--- config.mk ---
export PLATFORM = sky130hd
export DESIGN_NAME = huffman_bitpacker_flat
export DESIGN_NICKNAME = d
export VERILOG_FILES = /design/src/rtl/huffman_bitpacker_if.sv /design/src/rtl/huffman_bitpacker.sv /design/src/flat_wrapper.sv
export SDC_FILE = /design/constraint.sdc
export NUM_CORES = 1
export LEC_CHECK = 0
export CAP_MARGIN = 10
export CORE_MARGIN = 4
export CORE_UTILIZATION = 45
export DETAILED_ROUTE_END_ITERATION = 10
export GPL_ROUTABILITY_DRIVEN = 0
export PLACE_DENSITY = 0.7
export SLEW_MARGIN = 15
export SYNTH_ARGS = -nofsm -noshare
export SYNTH_HDL_FRONTEND = slang
export SYNTH_SLANG_ARGS = --single-unit
--- constraint.sdc ---
create_clock -name clk -period 7.8 [get_ports clk]
set_clock_uncertainty 0.05 [all_clocks]
set_input_delay 0.78 -clock clk [delete_from_list [all_inputs] [get_ports clk]]
set_output_delay 0.78 -clock clk [all_outputs]
set_load 0.05 [all_outputs]
--- src/rtl/huffman_bitpacker_if.sv ---
`default_nettype none
// ============================================================================
// Module   : huffman_bitpacker_if
// Purpose  : Symbol input stream and packed-byte output stream of the packer.
// Revision : 1.0 - initial release
// ============================================================================
interface huffman_bitpacker_if;
  logic       sym_valid;
  logic [7:0] sym_data;
  logic       sym_last;
  logic       sym_ready;
  logic       out_valid;
  logic [7:0] out_byte;
  logic       out_last;
  logic       out_ready;

  // slave: the packer itself; master: symbol source plus byte sink
  modport slave (
    input  sym_valid, sym_data, sym_last, out_ready,
    output sym_ready, out_valid, out_byte, out_last
  );

  modport master (
    output sym_valid, sym_data, sym_last, out_ready,
    input  sym_ready, out_valid, out_byte, out_last
  );
endinterface
`default_nettype wire

--- src/rtl/huffman_bitpacker.sv ---
`default_nettype none
// ============================================================================
// Module   : huffman_bitpacker
// Purpose  : Replaces gray-level symbols with Huffman codewords, packs MSB-first.
// Revision : 1.0 - initial release
// ============================================================================
module huffman_bitpacker #(
  parameter int ACC_W = 16,
  parameter int TB_W  = 16
) (
  input  logic               clk,
  input  logic               rst_n,
  input  logic               code_valid,
  input  logic [7:0]         HC1,
  input  logic [7:0]         HC2,
  input  logic [7:0]         HC3,
  input  logic [7:0]         HC4,
  input  logic [7:0]         HC5,
  input  logic [7:0]         HC6,
  input  logic [7:0]         M1,
  input  logic [7:0]         M2,
  input  logic [7:0]         M3,
  input  logic [7:0]         M4,
  input  logic [7:0]         M5,
  input  logic [7:0]         M6,
  huffman_bitpacker_if.slave stream,
  output logic               done,
  output logic               err_sym,
  output logic [TB_W-1:0]    total_bits
);

  localparam int c_CNT_W = 5;

  typedef enum logic [1:0] {
    ST_WAIT_TBL = 2'd0,
    ST_ENCODE   = 2'd1,
    ST_FLUSH    = 2'd2,
    ST_DONE     = 2'd3
  } state_t;

  state_t               r_state;
  state_t               w_state_next;

  logic [7:0]           r_hc [0:5];
  logic [7:0]           r_m  [0:5];
  logic [ACC_W-1:0]     r_acc;
  logic [c_CNT_W-1:0]   r_cnt;
  logic                 r_out_valid;
  logic [7:0]           r_out_byte;
  logic                 r_out_last;
  logic                 r_done;
  logic                 r_err;
  logic [TB_W-1:0]      r_total;

  logic [ACC_W-1:0]     w_acc_next;
  logic [c_CNT_W-1:0]   w_cnt_next;
  logic                 w_out_valid_next;
  logic [7:0]           w_out_byte_next;
  logic                 w_out_last_next;
  logic                 w_done_next;
  logic                 w_err_next;
  logic [TB_W-1:0]      w_total_next;
  logic                 w_load_tbl;

  logic [2:0]           w_idx;
  logic                 w_in_range;
  logic [7:0]           w_code;
  logic [7:0]           w_mask;
  logic [3:0]           w_len;
  logic                 w_sym_ok;
  logic [7:0]           w_bits;
  logic [c_CNT_W-1:0]   w_shamt;
  logic [ACC_W-1:0]     w_ins;
  logic                 w_sym_ready;
  logic                 w_accept;
  logic                 w_take_bits;
  logic                 w_can_load;
  logic                 w_full_load;
  logic                 w_part_load;
  logic                 w_final;
  logic [ACC_W-1:0]     w_acc_sum;
  logic [c_CNT_W-1:0]   w_cnt_sum;
  logic [c_CNT_W-1:0]   w_cnt_after_load;
  logic [TB_W:0]        w_tot_sum;

  // Symbol decode and codeword alignment into the accumulator
  always_comb begin
    w_idx      = 3'(sym_data_low() - 3'd1);
    w_in_range = (stream.sym_data >= 8'd1) && (stream.sym_data <= 8'd6);
    w_code     = 8'h00;
    w_mask     = 8'h00;
    if (w_in_range) begin
      w_code = r_hc[w_idx];
      w_mask = r_m[w_idx];
    end
    w_len = 4'd0;
    for (int i = 0; i < 8; i++) begin
      w_len = w_len + {3'b000, w_mask[i]};
    end
    w_sym_ok = w_in_range && (w_len != 4'd0);
    w_bits   = w_code & w_mask;
    // New bits land directly below the r_cnt valid bits held at the MSB end
    w_shamt  = 5'd16 - r_cnt - {1'b0, w_len};
    w_ins    = {{(ACC_W-8){1'b0}}, w_bits} << w_shamt;
  end

  function automatic logic [2:0] sym_data_low();
    return stream.sym_data[2:0];
  endfunction

  assign w_sym_ready = (r_state == ST_ENCODE) && (r_cnt <= 5'd8);
  assign w_accept    = w_sym_ready && stream.sym_valid;
  assign w_take_bits = w_accept && w_sym_ok;
  assign w_can_load  = !r_out_valid || stream.out_ready;
  assign w_full_load = ((r_state == ST_ENCODE) || (r_state == ST_FLUSH)) &&
                       (r_cnt >= 5'd8) && w_can_load;
  assign w_part_load = (r_state == ST_FLUSH) && (r_cnt != 5'd0) &&
                       (r_cnt < 5'd8) && w_can_load;
  assign w_final     = (r_state == ST_FLUSH) || (w_accept && stream.sym_last);

  assign w_acc_sum        = r_acc | (w_take_bits ? w_ins : '0);
  assign w_cnt_sum        = r_cnt + (w_take_bits ? {1'b0, w_len} : 5'd0);
  assign w_cnt_after_load = w_cnt_sum - 5'd8;
  assign w_tot_sum        = {1'b0, r_total} + {{(TB_W-3){1'b0}}, w_len};

  always_comb begin
    w_state_next     = r_state;
    w_acc_next       = r_acc;
    w_cnt_next       = r_cnt;
    w_out_valid_next = r_out_valid;
    w_out_byte_next  = r_out_byte;
    w_out_last_next  = r_out_last;
    w_done_next      = r_done;
    w_err_next       = r_err;
    w_total_next     = r_total;
    w_load_tbl       = 1'b0;

    // Byte register: a load uses the accumulator as it stood before this cycle's symbol
    if (w_full_load) begin
      w_out_valid_next = 1'b1;
      w_out_byte_next  = r_acc[ACC_W-1 -: 8];
      w_out_last_next  = w_final && (w_cnt_after_load == 5'd0);
      w_acc_next       = w_acc_sum << 8;
      w_cnt_next       = w_cnt_after_load;
    end else if (w_part_load) begin
      w_out_valid_next = 1'b1;
      w_out_byte_next  = r_acc[ACC_W-1 -: 8];
      w_out_last_next  = 1'b1;
      w_acc_next       = '0;
      w_cnt_next       = 5'd0;
    end else begin
      if (r_out_valid && stream.out_ready) begin
        w_out_valid_next = 1'b0;
        w_out_last_next  = 1'b0;
      end
      w_acc_next = w_acc_sum;
      w_cnt_next = w_cnt_sum;
    end

    if (w_take_bits) begin
      w_total_next = w_tot_sum[TB_W] ? {TB_W{1'b1}} : w_tot_sum[TB_W-1:0];
    end
    if (w_accept && !w_sym_ok) begin
      w_err_next = 1'b1;
    end

    case (r_state)
      ST_WAIT_TBL, ST_DONE: begin
        if (code_valid) begin
          w_load_tbl   = 1'b1;
          w_total_next = '0;
          w_err_next   = 1'b0;
          w_done_next  = 1'b0;
          w_acc_next   = '0;
          w_cnt_next   = 5'd0;
          w_state_next = ST_ENCODE;
        end
      end
      ST_ENCODE: begin
        if (w_accept && stream.sym_last) begin
          w_state_next = ST_FLUSH;
        end
      end
      ST_FLUSH: begin
        if ((r_out_valid && r_out_last && stream.out_ready) ||
            ((r_cnt == 5'd0) && !r_out_valid)) begin
          w_done_next  = 1'b1;
          w_state_next = ST_DONE;
        end
      end
      default: begin
        w_state_next = ST_WAIT_TBL;
      end
    endcase
  end

  always_ff @(posedge clk or negedge rst_n) begin
    if (!rst_n) begin
      r_state <= ST_WAIT_TBL;
    end else begin
      r_state <= w_state_next;
    end
  end

  always_ff @(posedge clk or negedge rst_n) begin
    if (!rst_n) begin
      r_acc       <= '0;
      r_cnt       <= 5'd0;
      r_out_valid <= 1'b0;
      r_out_byte  <= 8'h00;
      r_out_last  <= 1'b0;
      r_done      <= 1'b0;
      r_err       <= 1'b0;
      r_total     <= '0;
    end else begin
      r_acc       <= w_acc_next;
      r_cnt       <= w_cnt_next;
      r_out_valid <= w_out_valid_next;
      r_out_byte  <= w_out_byte_next;
      r_out_last  <= w_out_last_next;
      r_done      <= w_done_next;
      r_err       <= w_err_next;
      r_total     <= w_total_next;
    end
  end

  always_ff @(posedge clk or negedge rst_n) begin
    if (!rst_n) begin
      for (int i = 0; i < 6; i++) begin
        r_hc[i] <= 8'h00;
        r_m[i]  <= 8'h00;
      end
    end else if (w_load_tbl) begin
      r_hc[0] <= HC1;
      r_hc[1] <= HC2;
      r_hc[2] <= HC3;
      r_hc[3] <= HC4;
      r_hc[4] <= HC5;
      r_hc[5] <= HC6;
      r_m[0]  <= M1;
      r_m[1]  <= M2;
      r_m[2]  <= M3;
      r_m[3]  <= M4;
      r_m[4]  <= M5;
      r_m[5]  <= M6;
    end
  end

  assign stream.sym_ready = w_sym_ready;
  assign stream.out_valid = r_out_valid;
  assign stream.out_byte  = r_out_byte;
  assign stream.out_last  = r_out_last;
  assign done             = r_done;
  assign err_sym          = r_err;
  assign total_bits       = r_total;

endmodule
`default_nettype wire

--- src/flat_wrapper.sv ---
// flat-port wrapper written by rule: the top's interface ports become plain ports
module huffman_bitpacker_flat 
#(
  parameter int ACC_W = 16,
  parameter int TB_W  = 16
)
  (clk, rst_n, code_valid, HC1, HC2, HC3, HC4, HC5, HC6, M1, M2, M3, M4, M5, M6, done, err_sym, total_bits, stream_sym_valid, stream_sym_data, stream_sym_last, stream_out_ready, stream_sym_ready, stream_out_valid, stream_out_byte, stream_out_last);
  huffman_bitpacker_if stream_i ();
  input  logic clk;
  input  logic rst_n;
  input  logic code_valid;
  input  logic [7:0] HC1;
  input  logic [7:0] HC2;
  input  logic [7:0] HC3;
  input  logic [7:0] HC4;
  input  logic [7:0] HC5;
  input  logic [7:0] HC6;
  input  logic [7:0] M1;
  input  logic [7:0] M2;
  input  logic [7:0] M3;
  input  logic [7:0] M4;
  input  logic [7:0] M5;
  input  logic [7:0] M6;
  output logic done;
  output logic err_sym;
  output logic [TB_W-1:0] total_bits;
  input wire logic [$bits(stream_i.sym_valid)-1:0] stream_sym_valid;
  input wire logic [$bits(stream_i.sym_data)-1:0] stream_sym_data;
  input wire logic [$bits(stream_i.sym_last)-1:0] stream_sym_last;
  input wire logic [$bits(stream_i.out_ready)-1:0] stream_out_ready;
  output wire logic [$bits(stream_i.sym_ready)-1:0] stream_sym_ready;
  output wire logic [$bits(stream_i.out_valid)-1:0] stream_out_valid;
  output wire logic [$bits(stream_i.out_byte)-1:0] stream_out_byte;
  output wire logic [$bits(stream_i.out_last)-1:0] stream_out_last;
  assign stream_i.sym_valid = stream_sym_valid;
  assign stream_i.sym_data = stream_sym_data;
  assign stream_i.sym_last = stream_sym_last;
  assign stream_i.out_ready = stream_out_ready;
  assign stream_sym_ready = stream_i.sym_ready;
  assign stream_out_valid = stream_i.out_valid;
  assign stream_out_byte = stream_i.out_byte;
  assign stream_out_last = stream_i.out_last;
  huffman_bitpacker #(.ACC_W(ACC_W), .TB_W(TB_W)) u_core (.clk(clk), .rst_n(rst_n), .code_valid(code_valid), .HC1(HC1), .HC2(HC2), .HC3(HC3), .HC4(HC4), .HC5(HC5), .HC6(HC6), .M1(M1), .M2(M2), .M3(M3), .M4(M4), .M5(M5), .M6(M6), .stream(stream_i), .done(done), .err_sym(err_sym), .total_bits(total_bits));
endmodule
==> results of run 1 <==
-- cells in the final DEF, fill, tap and decap left out, types with 6 or more instances in the layout --
cell             Yosys  final
clkdlybuf4s50_1      0    136
nand4_1              9      9
and2_1               9      8
a211oi_1            11     11
nand3b_1            14     14
o21ai_0             24     24
a21oi_1             29     29
and3_1               6      6
o22ai_1              9      9
mux2_2              15     15
nand3_1             41     41
nor2_1              36     36
mux4_2               9      9
xnor2_1             11     11
xor2_1              10      9
a211o_1              7      7
dfrtp_1            147    147
clkbuf_16            0     17
nand2_1            340    339
mux2i_1             12     12
nor3_1              13     13
fa_1                 7      7
inv_1               33     33
ha_1                24     24
a21o_1               9      9
buf_4                3     14
-- registers in the layout, summed over array words and instances (netlist names) --
| register | count |
|---|---|
| u_core.r_state | 2 |
| u_core.r_cnt | 5 |
| u_core.r_acc | 16 |
| u_core.r_m | 48 |
| u_core.stream.out_valid | 1 |
| u_core.stream.out_byte | 8 |
| u_core.done | 1 |
| u_core.total_bits | 16 |
| u_core.stream.out_last | 1 |
| u_core.r_hc | 48 |
| u_core.err_sym | 1 |
-- report_power, final --
part | leakage, uW | internal [uW] | switching, uW | total [uW]
combinational | 0.00271 | 435 | 742 | 1180
sequential | 0.00189 | 1030 | 186 | 1220
clock | 0.000303 | 535 | 309 | 845
-- cells by family (layout without fill, tap and decap cells) --
group                      after synthesis  in the layout  share of synthesized area, %
and+or+nand+nor                        494            494                         26.04
DFF                                    147            147                         44.34
AOI/OAI and AO/OA                      137            137                         11.88
buffers and inverters                   85            218                         4.283
muxes                                   36             36                         5.927
adders and majority gates               31             31                         5.308
xor gates and xnor gates                21             21                         2.217
-- final cells by class --
cell class                      instances  area, sq um  share of cell area (%)
Clock buffer                           23        488.0                   4.658
Multi-Input combinational cell        719         4287                   40.92
Tap cell                              229        286.5                   2.735
Sequential cell                       147         3679                   35.11
Timing Repair Buffer                  152         1483                   14.15
Clock inverter                          9        126.4                   1.206
Inverter                               34        127.6                   1.218
-- critical path, delay by kind of cell --
family                     cells  cell delay [ns]
AOI/OAI and AO/OA              6             1.20
xor gates and xnor gates       3             0.94
adders and majority gates      7             2.74
buffers and inverters          4             0.84
muxes                          1             0.13
and+or+nand+nor                5             0.83
-- worst paths after layout --
check / startpoint / to / slack [ns] / cells after the start
max: stream_sym_data[1] / u_core.stream.out_last / 0.65 / 26
max reg2reg: u_core.r_m[24] / u_core.stream.out_last / 1.70 / 22
min: rst_n / u_core.total_bits[9] / 0.32 / 1
max in group asynchronous: rst_n / u_core.r_m[8] / 5.99 / 2
min reg2reg: u_core.r_m[7] / u_core.r_m[7] / 0.42 / 2
min in group clk: u_core.r_m[7] / u_core.r_m[7] / 0.42 / 2
-- stage by stage --
step	worst slack (ns)	hold slack (ns)
2_1_floorplan	0.6956	0.3886
3_3_place_gp	0.3633	0.4074
3_5_place_dp	0.1211	0.4122
4_1_cts	0.5470	0.3492
5_1_grt	0.08427	0.3754
6_report	0.6454	0.3234
-- timing repair --
item,in CTS,in global routing
resized for setup,0,1
setup buffers,0,0
setup endpoints to repair,0,1
-- routing by layer --
metal	wire [um]	global-route usage [%]	vias up
li1	-	-	3482
met1	9567	30.20	3455
met2	10760	36.33	208
met3	1165	4.393	29
met4	374	6.541	0
met5	0	0	-
==> run metrics, run 1 <==
Final Cell Area 10480 sq um; DP Area 9856 sq um; unrepaired setup endpoints after global routing no; first-pass GRT wire length 36.54 mm; DR vias/cell 5.464; top-count cell post-synth nand2_1; Cells after DPL 1281; Pre-Repair DR Iteration Count 5; most used cell, CP fa_1; Pwr Total 3241 uW; routed via count 7174; Syn Area/Cell 8.724 sq um; Setup Viol. Count Final 0; drt initial violations 535; I/O pin count 139; CTS tree yes; aggregate routed wire length 21.87 mm; ant diodes 0; ys flop type dfrtp_1; H-tree depth 4; Synth async-reset ratio 100.0%; initial antenna violation count 0; slew margin rel. 26.78%; result of the run complete, no violations; Worst Hold Class in2async; WS Path Type in2reg; Std-Cell Rows 49; Die Wd 143.8 um; Crit-path slowest cell fa_1; Final Hold Viols 0; dominant cells by area after synthesis dfrtp_1 44%, nand2_1 15%, ha_1 3.6%; sequential area share after synthesis 44.34%; Clock Tree Buf Depth 2; clock-pin transition on the worst setup and hold timing paths 0.06 ns; flops & latches, synth 147; fillcell total 1623; final cell count without fillers 1313; layout cells sized above 1 8.118%; WL/cell 16.66 um; CP Data Required Time 8.10 ns; Layout Area Growth over Synthesis 26.27%; clock sink total 147; period utilization 91.73%; Initial Util 46.03%; Startpoint Class input port; Hold-fix buffers, CTS 0; Worst VDD drop 0.0004713 V; grt total ovfl 0; Slew Viols, Final 0; slowest stage delay, CP 0.54 ns; syn_nets 1092; # DRC 0; f_max 139.8 MHz; DRT antenna net count 0; type of element capturing the critical path register; root buffer cell clkbuf_16; leakage power 0.004904 uW; Gate Count Post-Synth 951; die area 20670 sq um; port bufs 138; CP Max Fanout 10; Final Core Density 58.12%; Worst Path Arrival 7.45 ns; max-cap violation count 0; count of cell types in the netlist 70; Detail Placement HPWL 15.98 mm; Core Area 18020 sq um; Synth area leader dfrtp_1; Die Y 143.8 um; # nets final 1212; yosys warns 0; cts bufs inserted 17; clk_lat worst skew 0.43 ns; Post-synth EDFFs 0; post-synth top area share 44.34%; cell area after synthesis 8297 sq um; post-route minimum period 7.155 ns; most instantiated cells after synthesis 340 x nand2_1, 147 x dfrtp_1, 41 x nand3_1, 37 x clkbuf_1, 36 x nor2_1; final setup TNS 0 ns; power per cell area 309.4 nW/um^2; total global-route track usage 22.23%; largest net degree at the start of global routing 111; Slew @ Worst Pin 1.098 ns; vias in the first global route 7129
(Power assumes the default switching activity.)
==> run 2: changes to the inputs <==
Clock period 7.8 ns to 7.4 ns, I/O delays scaled along.
==> run 2 against run 1 <==
  * Highest routed layer unchanged
  * Combinational power increased by 7%
  * Non-clock buffer count up 11
  * Worst hold slack lost 0.069 ns
  * Count of clock-buffer cells in the layout shrank 5
  * Utilization up 0.26 points
==> run metrics, run 2 (same netlist as run 1, synthesis figures left out) <==
Die Y 143.8 um (unchanged); total global-route track usage 22.43% (was 22.23%); aggregate routed wire length 22.36 mm (was 21.87 mm); Worst Path Arrival 7.12 ns (was 7.45 ns); sw power 1351 uW (was 1237 uW); Hold-fix buffers, CTS 0 (unchanged); Core Area 18020 sq um (unchanged); Clock Tree Buf Depth 2 (unchanged); Final Hold Viols 0 (unchanged); CP Max Fanout 4 (was 10); DR vias/cell 5.488 (was 5.464); initial antenna violation count 0 (unchanged); # DRC 0 (unchanged); sequential power share 37.9% (was 37.6%); largest net degree at the start of global routing 101 (was 111); Slew Viols, Final 0 (unchanged); hold_ws 0.2544 ns (was 0.3234 ns); grt total ovfl 0 (unchanged); result of the run complete, no violations (unchanged); DRT antenna net count 0 (unchanged); Clk pwr share 25.2% (was 26.1%); Final Core Density 58.39% (was 58.12%); type of element capturing the critical path register (unchanged); drt initial violations 533 (was 535); WS Path Type in2reg (unchanged); CTS tree yes (unchanged); power per cell area 323.5 nW/um^2 (was 309.4 nW/um^2); period utilization 92.20%; largest registers u_core.r_hc x48, u_core.r_m x48 (unchanged); commonest cells after routing, fill and taps aside 339 x nand2_1, 147 x dfrtp_1, 136 x clkdlybuf4s50_1 (unchanged); Pwr Total 3404 uW (was 3241 uW); # nets final 1223 (was 1212); clock sink total 147 (unchanged); die area 20670 sq um (unchanged); port bufs 138 (unchanged); Cells after DPL 1292 (was 1281); clk_lat worst skew 0.43 ns (about the same); Startpoint Class input port (unchanged); Switching Fraction 39.69% (was 38.16%); Std-Cell Rows 49 (unchanged); clock-pin transition on the worst setup and hold timing paths 0.06 ns (about the same); Worst Hold Class in2async (unchanged); commonest non-fill, non-tap cell in the layout nand2_1 (unchanged); Initial Util 46.03% (unchanged); Comb pwr share 36.9% (was 36.3%); Setup Viol. Count Final 0 (unchanged); I/O pin count 139 (unchanged); vias in the first global route 7253 (was 7129); Worst VDD drop 0.0003118 V (was 0.0004713 V); Die Wd 143.8 um (unchanged); CP Data Required Time 7.70 ns (was 8.10 ns); slowest stage delay, CP 0.54 ns (about the same); unrepaired setup endpoints after global routing no (unchanged); most used cell, CP fa_1 (unchanged); slew margin rel. 31.05% (was 26.78%); first-pass GRT wire length 36.59 mm (was 36.54 mm); cts bufs inserted 17 (unchanged); Slew @ Worst Pin 1.034 ns (was 1.098 ns); H-tree depth 4 (unchanged); layout cells sized above 1 9.041% (was 8.118%); Crit-path slowest cell fa_1 (unchanged); post-route minimum period 6.823 ns; Layout Area Growth over Synthesis 26.84% (was 26.27%); routed via count 7266 (was 7174); Detail Placement HPWL 16.28 mm (was 15.98 mm); P_int 2053 uW (was 2004 uW); Pre-Repair DR Iteration Count 5 (unchanged); root buffer cell clkbuf_16 (unchanged); postcts setup bufs 0 (unchanged); final cell count without fillers 1324 (was 1313); final setup TNS 0 ns (unchanged); WL/cell 16.89 um (was 16.66 um); max-cap violation count 0 (unchanged); leakage power 0.004926 uW (was 0.004904 uW); post-CTS sizing 0 (unchanged); ant diodes 0 (unchanged); f_max 146.6 MHz
## run 2: cell count changes in the layout (fill, tap and decap cells not counted)
cell        before  now
clkinvlp_4       1    4
bufinv_16        3    2
inv_6            0    2
clkinv_4         1    5
clkbuf_1         2    1
clkbuf_8         4    0
nor4b_2          1    0
clkinv_2         4    1
nor4b_1          0    1
buf_4           14   25
## run 2: path summary, 6_finish.rpt
kind                               startpoint                endpoint  slack (ns)  depth (start not counted)
setup reg to reg               u_core.r_m[16]  u_core.stream.out_last        1.44                         24
hold / removal                          rst_n    u_core.total_bits[9]        0.25                          1
setup / recovery           stream_sym_data[1]  u_core.stream.out_last        0.58                         28
hold reg to reg               u_core.r_hc[38]         u_core.r_hc[38]        0.43                          2
min in group clk              u_core.r_hc[38]         u_core.r_hc[38]        0.43                          2
max in group asynchronous               rst_n          u_core.r_hc[9]        5.60                          2
## run 2: metal layers
metal / track usage, % / wire length (um) / vias to the layer above
met1: 29.73 / 9624 / 3506
met5: 0 / 0 / -
met3: 3.960 / 1226 / 31
li1: - / - / 3504
met4: 7.681 / 473 / 0
met2: 37.36 / 11040 / 225
## run 2: area by class of cell
cell class / instances / area, sq um
Sequential cell: 147 / 3679
Multi-Input combinational cell: 719 / 4280
Tap cell: 229 / 286.5
Fill cell: 1615 / 7501
Clock inverter: 14 / 156.4
Inverter: 34 / 127.6
Timing Repair Buffer: 163 / 1565
Clock buffer: 18 / 429.2
## run 2: critical path, delay by kind of cell
family / cells / cell delay (ns)
muxes: 1 / 0.22
adders and majority gates: 8 / 2.85
and+or+nand+nor: 5 / 0.87
xor gates and xnor gates: 3 / 0.72
AOI/OAI and AO/OA: 6 / 0.95
buffers and inverters: 5 / 0.74
## run 2: through the flow
stage / area, sq um / setup slack, ns
after global routing: 10520 / 0.008876
final: 10520 / 0.5769
after CTS: 10520 / 0.5804
after global placement: 9938 / 0.3360
after floorplan: 8297 / 0.3356
after detailed placement: 9938 / 0.1548
## run 2: power by group through the flow
| stage | Combinational [uW] | Sequential (uW) | Clock, uW |
|---|---|---|---|
| after global placement | 1240 | 1280 | 0 |
| after global routing | 1410 | 1320 | 907 |
| after floorplan | 875 | 1270 | 0 |
| final | 1260 | 1290 | 858 |
| after detailed placement | 1260 | 1290 | 0 |
| after CTS | 1270 | 1280 | 870 |
==> variant 1: new RTL, flow settings as in run 2 <==
Re-encode `state_t` (4 states) as Gray code, 2 bits wide.
--- a/src/rtl/huffman_bitpacker.sv
+++ b/src/rtl/huffman_bitpacker.sv
@@ -32,10 +32,10 @@
   localparam int c_CNT_W = 5;
 
   typedef enum logic [1:0] {
-    ST_WAIT_TBL = 2'd0,
-    ST_ENCODE   = 2'd1,
-    ST_FLUSH    = 2'd2,
-    ST_DONE     = 2'd3
+    ST_WAIT_TBL = 2'b00,
+    ST_ENCODE   = 2'b01,
+    ST_FLUSH    = 2'b11,
+    ST_DONE     = 2'b10
   } state_t;
 
   state_t               r_state;
Check against the original RTL: no difference found for any inputs over 4 cycles, from zero or initial values and one cycle with rst_n low; so few cycles prove little.
==> variant 1 against run 2 <==
Sequential cell count is the same. Power fell by 14%. Area after synthesis decreased by 1.1%. Via count down 1.4%. Final area decreased by 0.52%. Critical path type unchanged. Highest routed layer unchanged. Worst setup slack worse by 0.19 ns. Routed wire length decreased by 0.74%.
==> variant 1: results (changes against run 2) <==
[outcome]
outcome = complete, no violations  ; unchanged

[drt]
wirelength_microns = 22200  ; was 22400 microns
initialDrtViolationCount = 659  ; was 533
vias = 7166  ; was 7266

[synth]
synthAdderAreaFrac = 0.0491  ; was 0.0531
seq_area_frac_synth = 0.448  ; was 0.443
synth_commonest_cells = 315 x nand2_1, 147 x dfrtp_1, 38 x nor2_1  ; was 340 x nand2_1, 147 x dfrtp_1, 41 x nand3_1
ys_types = 73  ; was 70
yosys-top-cells-area = dfrtp_1 45%, nand2_1 14%, ha_1 3.2%  ; was dfrtp_1 44%, nand2_1 15%, ha_1 3.6%
synthesis.nets = 1059  ; was 1092
synth_compound_area_frac = 0.125  ; was 0.119
synth_xor_area_frac = 0.0210  ; was 0.0222
muxShareOfSynthArea = 0.0555  ; was 0.0593

[clocking]
max-clock-path-buffers = 2  ; unchanged

[pwr]
ir_worst_vdd_mv = 0.261  ; was 0.312 mV
p_leak_nw = 4.84  ; was 4.93 nW

[global_routing]
grt_pass1_vias = 7037  ; was 7253
grt_start_max_net_pins = 112  ; was 101
grt_pass1_wl_microns = 36100  ; was 36600 microns
grt.total_usage = 0.223  ; was 0.224

[finish]
drive_above_1_share = 0.104  ; was 0.0904
nNetsFinal = 1191  ; was 1223
top_regs = u_core.r_hc (48), u_core.r_m (48)  ; unchanged
fillers = 1584  ; was 1615

[critical_path]
critPathSlowestCell = or4_1  ; was fa_1
cpLargestDelayFamily = adder cells  ; unchanged
crit_path_max_fanout = 6  ; was 4
ff2ff_setup_slack_ns = 1.25  ; was 1.44 ns
r2r-start = u_core.r_m[8]  ; was u_core.r_m[16]
r2r-end = u_core.r_acc[10]  ; was u_core.stream.out_last
r2r_cells = 19  ; was 24
slowest_delay_ns = 0.58  ; was 0.54 ns
cp.arrival_ns = 7.33  ; was 7.12 ns

[placed_design]
hpwl_microns = 16100  ; was 16300 microns

[sta]
worstMarginPinSlew_ns = 1.10  ; was 1.03 ns

==> variant 1: cell types whose count changed after synthesis, moves of 4 or more <==
| cell | run 2 | this run |
|---|---|---|
| nand3_1 | 41 | 37 |
| o21ai_0 | 24 | 13 |
| o211a_1 | 4 | 0 |
| inv_1 | 33 | 28 |
| nor3_1 | 13 | 17 |
| o22ai_1 | 9 | 2 |
| nand2_1 | 340 | 315 |
| mux2i_1 | 12 | 8 |
| a32oi_1 | 2 | 6 |
| and3_1 | 6 | 11 |
| a21oi_1 | 29 | 34 |
| and2_1 | 9 | 3 |
==> variant 1: cells by family after synthesis <==
family                     count (synthesis)
adders and majority gates                 28
muxes                                     31
buffers and inverters                     76
and+or+nand+nor                          484
AOI/OAI and AO/OA                        137
DFF                                      147
xor gates and xnor gates                  18
==> variant 1: how the worst max path moves through the flow <==
stage / slack [ns] / from / cells past startpoint / end
6_report: 0.39 / stream_sym_data[1] / 24 / u_core.r_acc[10]
5_1_grt: 0.02 / stream_sym_data[1] / 24 / u_core.r_acc[10]
4_1_cts: 0.46 / stream_sym_data[1] / 24 / u_core.r_acc[10]
3_5_place_dp: 0.03 / stream_sym_data[1] / 24 / u_core.r_acc[10]
3_3_place_gp: 0.18 / stream_sym_data[1] / 23 / u_core.r_acc[10]
2_1_floorplan: 0.008 / stream_sym_data[0] / 28 / u_core.r_acc[13]
==> variant 1: metrics by stage <==
stage	hold WS [ns]	std cells	worst slack [ns]	instance area [sq um]	power, mW
after global placement	0.404	1263	0.183	9860	2.05
after detailed placement	0.414	1263	0.0295	9860	2.07
after floorplan	0.390	921	0.00774	8230	1.76
after global routing	0.318	1295	0.0182	10500	3.11
after CTS	0.303	1295	0.456	10500	2.95
final	0.266	1295	0.388	10500	2.93
==> variant 1: area by class of cell <==
class | count | area, sq um | share of cell area
Tap cell | 229 | 287 | 0.0274
Sequential cell | 147 | 3680 | 0.351
Multi-Input combinational cell | 698 | 4250 | 0.406
Clock buffer | 21 | 470 | 0.0449
Inverter | 29 | 109 | 0.0104
Timing Repair Buffer | 160 | 1540 | 0.147
Clock inverter | 11 | 128 | 0.0122
==> variant 1: power breakdown <==
part,total (mW),internal [mW],leakage (nW),switching [mW]
Clock,0.870,0.524,0.286,0.345
Sequential,1.25,1.07,1.89,0.186
Combinational,0.813,0.330,2.67,0.483
==> variant 1: layer usage <==
metal | global-route usage | wire, microns | part of all wire
met1 | 0.305 | 9860 | 0.44
met2 | 0.361 | 10700 | 0.48
met3 | 0.0419 | 1200 | 0.054
met4 | 0.0710 | 410 | 0.018
met5 | 0 | 0 | 0
==> variant 1: what timing repair did <==
action                                  in CTS  in global routing
endpoints found under the setup margin       0                  3
resized for setup                            0                  3
hold buffers                                 0                  0
==> variant 2: new RTL, settings of run 2 <==
Made on the original files. `TB_W` is set to 16 in 2 places; all go to 32.
--- a/src/rtl/huffman_bitpacker.sv
+++ b/src/rtl/huffman_bitpacker.sv
@@ -6,7 +6,7 @@
 // ============================================================================
 module huffman_bitpacker #(
   parameter int ACC_W = 16,
-  parameter int TB_W  = 16
+  parameter int TB_W  = 32
 ) (
   input  logic               clk,
   input  logic               rst_n,
--- a/src/flat_wrapper.sv
+++ b/src/flat_wrapper.sv
@@ -2,7 +2,7 @@
 module huffman_bitpacker_flat 
 #(
   parameter int ACC_W = 16,
-  parameter int TB_W  = 16
+  parameter int TB_W  = 32
 )
   (clk, rst_n, code_valid, HC1, HC2, HC3, HC4, HC5, HC6, M1, M2, M3, M4, M5, M6, done, err_sym, total_bits, stream_sym_valid, stream_sym_data, stream_sym_last, stream_out_ready, stream_sym_ready, stream_out_valid, stream_out_byte, stream_out_last);
   huffman_bitpacker_if stream_i ();
Ports: changed (resized total_bits); port bits go from 139 to 155. The function was not compared with the original's and may differ.
==> variant 2 against run 2 <==
Via count increased by 1.8%. Combinational power about the same. Sequential cell count increased by 16. Final area increased by 6.1%. Worst setup slack got worse by 0.055 ns. Routed wire length decreased by 0.79%. Area after synthesis increased by 5.7%. Power increased by 2.3%. Sequential share of layout area increased by 1.6 points. First-iteration DRC count increased by 32%. Critical endpoint is now u_core.r_acc[11]. Highest routed layer unchanged.
==> variant 2: results (changes against run 2) <==
[drt]
wirelength_microns = 22200  ; was 22400 microns
initialDrtViolationCount = 704  ; was 533
vias = 7397  ; was 7266

[synth]
synth.avg_cell_area_sq_um = 9.09  ; was 8.72 sq um
synth_commonest_cells = 326 x nand2_1, 163 x dfrtp_1, 50 x a21oi_1, 50 x nor2_1, 40 x clkbuf_1  ; was 340 x nand2_1, 147 x dfrtp_1, 41 x nand3_1
ys_types = 64  ; was 70
synthesis.nets = 1105  ; was 1092
yosys-top-cells-area = dfrtp_1 47%, nand2_1 14%, mux4_2 4.1%  ; was dfrtp_1 44%, nand2_1 15%, ha_1 3.6%
ys_seq_elements = 163  ; was 147
ys.warnings.count = 0  ; unchanged

[sta]
max_freq_mhz = 145  ; was 147 MHz
worstMarginPinSlew_ns = 1.10  ; was 1.03 ns

[placed_design]
pre_cts_slack_ns = 0.180  ; was 0.155 ns
hpwl_microns = 15800  ; was 16300 microns
portBuffers = 154  ; was 138
placed_area_sq_mm = 0.0106  ; was 0.00994 sq mm

[critical_path]
r2r_cells = 21  ; was 24
ff2ff_setup_slack_ns = 1.42  ; was 1.44 ns
critPathLaunch = stream_sym_data[1]  ; unchanged
r2r-start = u_core.r_m[40]  ; was u_core.r_m[16]
cp.arrival_ns = 7.13  ; was 7.12 ns
r2r-end = u_core.r_acc[11]  ; was u_core.stream.out_last
crit_path_max_fanout = 7  ; was 4

[pwr]
ir_worst_vdd_mv = 0.186  ; was 0.312 mV
netSwitchingPower_mw = 1.29  ; was 1.35 mW
total_power_mw = 3.48  ; was 3.40 mW
p_seq_frac = 0.385  ; was 0.379
powerDensity_mw_per_mm2 = 312  ; was 323 mW/mm^2
p_leak_nw = 5.22  ; was 4.93 nW

[global_routing]
grt_pass1_wl_microns = 36800  ; was 36600 microns
grt_start_max_net_pins = 111  ; was 101
grt_pass1_vias = 7487  ; was 7253
grt.total_usage = 0.207  ; was 0.224

[finish]
inverters = 33  ; was 34
clkCellAreaFrac = 0.0514  ; was 0.0556
nNonClkBuffers = 175  ; was 163
buffer_area_frac = 0.152  ; was 0.149
nNetsFinal = 1250  ; was 1223
multi_input_area_sq_mm = 0.00437  ; was 0.00428 sq mm
fillers = 1644  ; was 1615
seq_area_sq_mm = 0.00408  ; was 0.00368 sq mm
drive_above_1_share = 0.0893  ; was 0.0904

[outcome]
outcome = complete, no violations  ; unchanged

[floorplanning]
rows = 50  ; was 49

==> variant 2: changes by cell type in the layout (fill, tap and decap cells not counted), sizes merged, moves of 11 or more <==
cell           change
a21oi             +21
a22oi             +11
clkdlybuf4s50     +16
dfrtp             +16
nand2             -13
nand3b            -13
nor2              +14
==> variant 2: cells by family (layout without fill, tap and decap cells) <==
| group | after synthesis | in the layout | share of synthesized area |
|---|---|---|---|
| simple gates | 469 | 469 | 0.227 |
| xor+xnor | 34 | 34 | 0.0348 |
| compound gates | 131 | 131 | 0.0979 |
| buf+inv | 82 | 238 | 0.0377 |
| flops | 163 | 163 | 0.465 |
| mux | 54 | 54 | 0.0872 |
| fa+ha+maj | 31 | 31 | 0.0502 |
==> variant 2: routing by layer <==
layer / track usage / part of all wire
met1: 0.275 / 0.44
met2: 0.337 / 0.48
met3: 0.0506 / 0.056
met5: 0 / 0
met4: 0.0676 / 0.023
